### config.mk
export PLATFORM = sky130hd
export DESIGN_NAME = regfile_wb_sb
export DESIGN_NICKNAME = d
export VERILOG_FILES = /design/src/rtl/regfile_wb_sb.sv
export SDC_FILE = /design/constraint.sdc
export NUM_CORES = 2
export LEC_CHECK = 0
export CORE_ASPECT_RATIO = 1.5
export CORE_MARGIN = 5
export CORE_UTILIZATION = 30
export DETAILED_ROUTE_END_ITERATION = 16
export GPL_ROUTABILITY_DRIVEN = 0
export PLACE_DENSITY = 0.43
export REMOVE_ABC_BUFFERS = 1
export SYNTH_ARGS = -nofsm -noshare
export SYNTH_HDL_FRONTEND = slang
export SYNTH_SLANG_ARGS = --single-unit
export TNS_END_PERCENT = 100
### constraint.sdc
create_clock -name clk -period 4.3 [get_ports clk]
set_clock_uncertainty 0.15 [all_clocks]
set_input_delay 0.86 -clock clk [delete_from_list [all_inputs] [get_ports clk]]
set_output_delay 0.86 -clock clk [all_outputs]
set_load 0.005 [all_outputs]
### src/rtl/regfile_wb_sb.sv
// regfile_wb_sb
//   32-entry register file with a pending-write scoreboard.
//   Register 0 is hard-wired to zero and is never marked busy.
//
// Ports
//   clk, rst_n          rising-edge clock; synchronous active-low reset
//   rs_addr/rs_data     read port A (combinational, write-to-read bypass)
//   rt_addr/rt_data     read port B (combinational, write-to-read bypass)
//   dbg_addr/dbg_data   debug read port, registered, no bypass
//   iss_en/iss_addr     destination of an instruction leaving decode
//   wb_en/wb_addr/wb_data  write-back strobe, destination and data
//   rs_used/rt_used     read port is a real source this cycle
//   stall               combinational source hazard, holds decode
//   busy_vec            registered scoreboard bits
module regfile_wb_sb #(
   parameter int DATA_W = 32,
   parameter int NREG   = 32
) (
   input  logic              clk,
   input  logic              rst_n,
   input  logic [4:0]        rs_addr,
   input  logic [4:0]        rt_addr,
   output logic [DATA_W-1:0] rs_data,
   output logic [DATA_W-1:0] rt_data,
   input  logic [4:0]        dbg_addr,
   output logic [DATA_W-1:0] dbg_data,
   input  logic              iss_en,
   input  logic [4:0]        iss_addr,
   input  logic              wb_en,
   input  logic [4:0]        wb_addr,
   input  logic [DATA_W-1:0] wb_data,
   input  logic              rs_used,
   input  logic              rt_used,
   output logic              stall,
   output logic [31:0]       busy_vec
);

   logic [DATA_W-1:0] regs_r [NREG];
   logic [31:0]       busy_r;
   logic [DATA_W-1:0] dbg_data_r;

   logic              wb_valid_s;
   logic              haz_a_s;
   logic              haz_b_s;
   logic              stall_s;
   logic [31:0]       set_vec_s;
   logic [31:0]       clr_vec_s;
   logic [31:0]       busy_next_s;
   logic [DATA_W-1:0] rs_data_s;
   logic [DATA_W-1:0] rt_data_s;

   // Writes to register 0 are dropped so it always reads zero.
   assign wb_valid_s = wb_en && (wb_addr != 5'd0);

   // Register array write; reset clears every entry and discards an in-flight write.
   always_ff @(posedge clk) begin
      if (!rst_n) begin
         for (int i = 0; i < NREG; i++) begin
            regs_r[i] <= '0;
         end
      end else if (wb_valid_s) begin
         regs_r[wb_addr] <= wb_data;
      end
   end

   // Read ports: a same-cycle write-back to the addressed register is forwarded.
   always_comb begin
      rs_data_s = '0;
      rt_data_s = '0;
      if (rs_addr == 5'd0) begin
         rs_data_s = '0;
      end else if (wb_en && (wb_addr == rs_addr)) begin
         rs_data_s = wb_data;
      end else begin
         rs_data_s = regs_r[rs_addr];
      end
      if (rt_addr == 5'd0) begin
         rt_data_s = '0;
      end else if (wb_en && (wb_addr == rt_addr)) begin
         rt_data_s = wb_data;
      end else begin
         rt_data_s = regs_r[rt_addr];
      end
   end

   assign rs_data = rs_data_s;
   assign rt_data = rt_data_s;

   // Source hazard: a pending write that is not being written back this cycle.
   always_comb begin
      haz_a_s = 1'b0;
      haz_b_s = 1'b0;
      if (rs_used && (rs_addr != 5'd0)) begin
         haz_a_s = busy_r[rs_addr] && !(wb_en && (wb_addr == rs_addr));
      end else begin
         haz_a_s = 1'b0;
      end
      if (rt_used && (rt_addr != 5'd0)) begin
         haz_b_s = busy_r[rt_addr] && !(wb_en && (wb_addr == rt_addr));
      end else begin
         haz_b_s = 1'b0;
      end
      stall_s = haz_a_s | haz_b_s;
   end

   assign stall = stall_s;

   // Scoreboard next state: a new issue outranks a write-back to the same register.
   always_comb begin
      set_vec_s = 32'd0;
      clr_vec_s = 32'd0;
      if (iss_en && !stall_s && (iss_addr != 5'd0)) begin
         set_vec_s = 32'd1 << iss_addr;
      end else begin
         set_vec_s = 32'd0;
      end
      if (wb_valid_s) begin
         clr_vec_s = 32'd1 << wb_addr;
      end else begin
         clr_vec_s = 32'd0;
      end
      busy_next_s = ((busy_r & ~clr_vec_s) | set_vec_s) & 32'hFFFF_FFFE;
   end

   // Scoreboard register.
   always_ff @(posedge clk) begin
      if (!rst_n) begin
         busy_r <= 32'd0;
      end else begin
         busy_r <= busy_next_s;
      end
   end

   assign busy_vec = busy_r;

   // Debug read: sampled from the array, so a same-cycle write shows a cycle later.
   always_ff @(posedge clk) begin
      if (!rst_n) begin
         dbg_data_r <= '0;
      end else begin
         dbg_data_r <= regs_r[dbg_addr];
      end
   end

   assign dbg_data = dbg_data_r;

endmodule
==> results.sh <==
export IMPL_status="finished, violations left"
export IMPL_violations="negative setup slack"
export IMPL_grt_use_total_pct=27.3
export IMPL_leakagePower_uw=0.0281
export IMPL_syn_cell_area_mm2=0.0655
export IMPL_maxCapViolCount=0
export IMPL_initial_core_util_pct=30.1
export IMPL_antenna_left=0
export IMPL_crit_slowest_cell="mux4_2"
export IMPL_grt_pass1_wl_um=420000
export IMPL_p_clk_share_pct=37.0
export IMPL_grt_max_degree=44
export IMPL_cp_required_ps=3290
export IMPL_setup_slack_ps=-42.6
export IMPL_synth_xor_area_share_pct=0.134
export IMPL_die_y_um=582
export IMPL_power_switching_uw=7890
export IMPL_nets=4740
export IMPL_num_rows=210
export IMPL_clock_path_buffers=3
export IMPL_cpMostUsedCell="buf_12"
export IMPL_max_slew_worst_pin_slew_ps=1100
export IMPL_internal_power_uw=20900
export IMPL_clock_sinks=1087
export IMPL_cp_end_kind="output port"
export IMPL_pin_count=192
export IMPL_synth_compound_area_share_pct=2.30
export IMPL_grt_pass1_vias=46298
export IMPL_hold_buffers=0
export IMPL_ys_seq_area_share_pct=48.8
export IMPL_async_flop_share_pct=0
export IMPL_coreArea_mm2=0.218
export IMPL_crit_buf_inv=8
export IMPL_wl_per_cell_um=41.3
export IMPL_rsz0062_at_grt="yes"
export IMPL_drt_total_wl_um=317000
export IMPL_synth_avg_cell_area_um2=15.7
export IMPL_startpoint_type="input pin"
export IMPL_p_seq_share_pct=43.9
export IMPL_overflow=0
export IMPL_synth_cells=4184
export IMPL_areaGrowthSynthToFinish_pct=25.6
export IMPL_critPathKind="input pin to output port"
export IMPL_power_uw=28800
export IMPL_slowest_delay_ps=520
export IMPL_clk_latency_ps=770
export IMPL_relSlewSlack_pct=26.6
export IMPL_setup_violations=2
export IMPL_muxShareOfSynthArea_pct=33.4
export IMPL_fin_crit_ps=4340
export IMPL_comb_power_share_pct=19.1
export IMPL_final_cell_mix="edfxtp_1, and2_1, mux4_2, buf_4, buf_12"
export IMPL_die_x_um=392
export IMPL_drcViolationCount=0
export IMPL_finalHoldViolations=0
export IMPL_synth_edf_count=1024
export IMPL_ys_ff_latch=1087
export IMPL_via_per_inst=5.99
export IMPL_yosys_area_share_simple_pct=11.9
export IMPL_yosysWarnings=0
export IMPL_drive_above_1_share_pct=41.2
export IMPL_dp_hpwl_um=198000
export IMPL_layout_commonest_cell="edfxtp_1"
export IMPL_synth_top_family_by_area="multiplexers"
export IMPL_fmax_mhz=230
export IMPL_synth_adder_area_share_pct=0
export IMPL_min_path_type="register to register"
export IMPL_first_pass_iters=5
export IMPL_cp_cell_sequence="buf_16, buf_16, buf_12, buf_8, buf_12, buf_12, mux4_2, mux4_2, mux2i_4, buf_6, a211oi_4, buf_2"
export IMPL_clkTransAtPathRegs_ps=60
export IMPL_cts_buffers=117
export IMPL_io_buffer_count=190
export IMPL_ys_types=50
export IMPL_synthFlopType="edfxtp_1"
export IMPL_vdd_drop_max_v=0.000336
export IMPL_crit_fanout=7
export IMPL_dieArea_mm2=0.228
export IMPL_cp_top_family="multiplexers"
export IMPL_p_sw_share_pct=27.4
export IMPL_cp_arrival_ps=3330
export IMPL_cts_tree="built"
export IMPL_htree_levels=3
export IMPL_fin_crit_sh_pct=101
export IMPL_drv_slew=0
export IMPL_fillers=20230
export IMPL_utilization_pct=37.8
export IMPL_cts_root_buf="clkbuf_16"
export IMPL_antenna_found_initial=41
export IMPL_drt_initial_drc_count=6380
export IMPL_num_vias=45924
export IMPL_pwr_density_cell_mw_per_mm2=350
-- cell usage after synthesis, types with 5 or more instances --
| master | number | area share, % |
|---|---|---|
| and3_1 | 35 | 0.33 |
| nor2_1 | 130 | 0.74 |
| buf_6 | 11 | 0.19 |
| o22ai_1 | 15 | 0.14 |
| buf_4 | 23 | 0.26 |
| nand3_1 | 9 | 0.069 |
| nor3_1 | 46 | 0.35 |
| xnor2_1 | 6 | 0.080 |
| nor2b_1 | 22 | 0.21 |
| nand4_1 | 5 | 0.048 |
| and2_1 | 979 | 9.3 |
| inv_1 | 36 | 0.21 |
| buf_2 | 80 | 0.61 |
| clkbuf_1 | 335 | 1.9 |
| mux2i_1 | 76 | 1.2 |
| mux4_2 | 937 | 32 |
| o21ai_0 | 44 | 0.34 |
| dfxtp_1 | 63 | 1.9 |
| buf_1 | 31 | 0.18 |
| edfxtp_1 | 1024 | 47 |
| nand2_1 | 91 | 0.52 |
| o32ai_1 | 16 | 0.21 |
| a211oi_1 | 104 | 1.2 |
| a311oi_1 | 19 | 0.25 |
-- flip-flops by register name, indices dropped and copies added (netlist names) --
register and count:
dbg_data 32, busy_vec 31, regs_r 1024
-- power groups by stage --
stage	clock network, uW	logic [uW]	registers, uW
after global placement	0	5210	12800
after detailed placement	0	5200	12800
after floorplan	0	2280	12700
final	10600	5500	12600
after global routing	11200	5690	12700
after CTS	10800	5450	12600
-- stage by stage --
stage	setup slack, ps	TNS (ps)	cells	instance area, um2	hold WS (ps)
after floorplan	-57.7	-115	3734	63600	319
after global placement	-770	-19540	7310	75700	331
after detailed placement	-763	-17920	7310	75700	343
after CTS	-154	-1320	7596	81500	350
after global routing	-87.3	-147	7644	82200	374
final	-42.6	-54.0	7672	82300	352
-- worst min-delay path: cells and delay by family, from the launching register on --
family / cells / cell delay [ps]
buf+inv: 1 / 60
compound gates: 1 / 50
flops: 1 / 340
-- kinds of logic after synthesis --
logic type	after synthesis
flip-flops	1087
AO/OA/AOI/OAI	211
multiplexers	1014
buffers and inverters	519
XOR/XNOR	10
other	1
AND/OR/NAND/NOR	1342
-- final cells by class --
cell class | count | area (um2) | area share, %
repair buffers | 824 | 9790 | 11.9
well taps | 2862 | 3580 | 4.35
diodes | 32 | 80.1 | 0.0973
flip-flops and latches | 1087 | 32000 | 38.9
inverters | 37 | 149 | 0.181
multi-input cells | 2610 | 32800 | 39.9
clock buffers | 156 | 3220 | 3.92
clock inverters | 64 | 646 | 0.785
-- per-layer routing --
layer  share of wire [%]  vias to the layer above  GRT usage (%)
li1                    -                    17707              -
met1                  38                    24837           35.4
met2                  49                     2778           45.8
met3                 8.0                      602           4.22
met4                 4.8                        0           10.8
met5                   0                        -              0
-- timing repair --
item	4_1_cts	5_1_grt
buffers inserted	60	51
endpoints found under the setup margin	65	45
pin swaps	34	36
gates cloned	10	4
hold endpoints to repair	0	0
resized for setup	284	123
-- final timing paths --
path / startpoint / endpoint / slack [ps] / cells after the start
min reg2reg: busy_vec[28] / busy_vec[28] / 350 / 2
max reg2reg: busy_vec[16] / busy_vec[9] / 1760 / 8
min: busy_vec[28] / busy_vec[28] / 350 / 2
max: rs_addr[0] / rs_data[29] / -40 / 12
No activity file was read; power rests on OpenSTA's default activity.
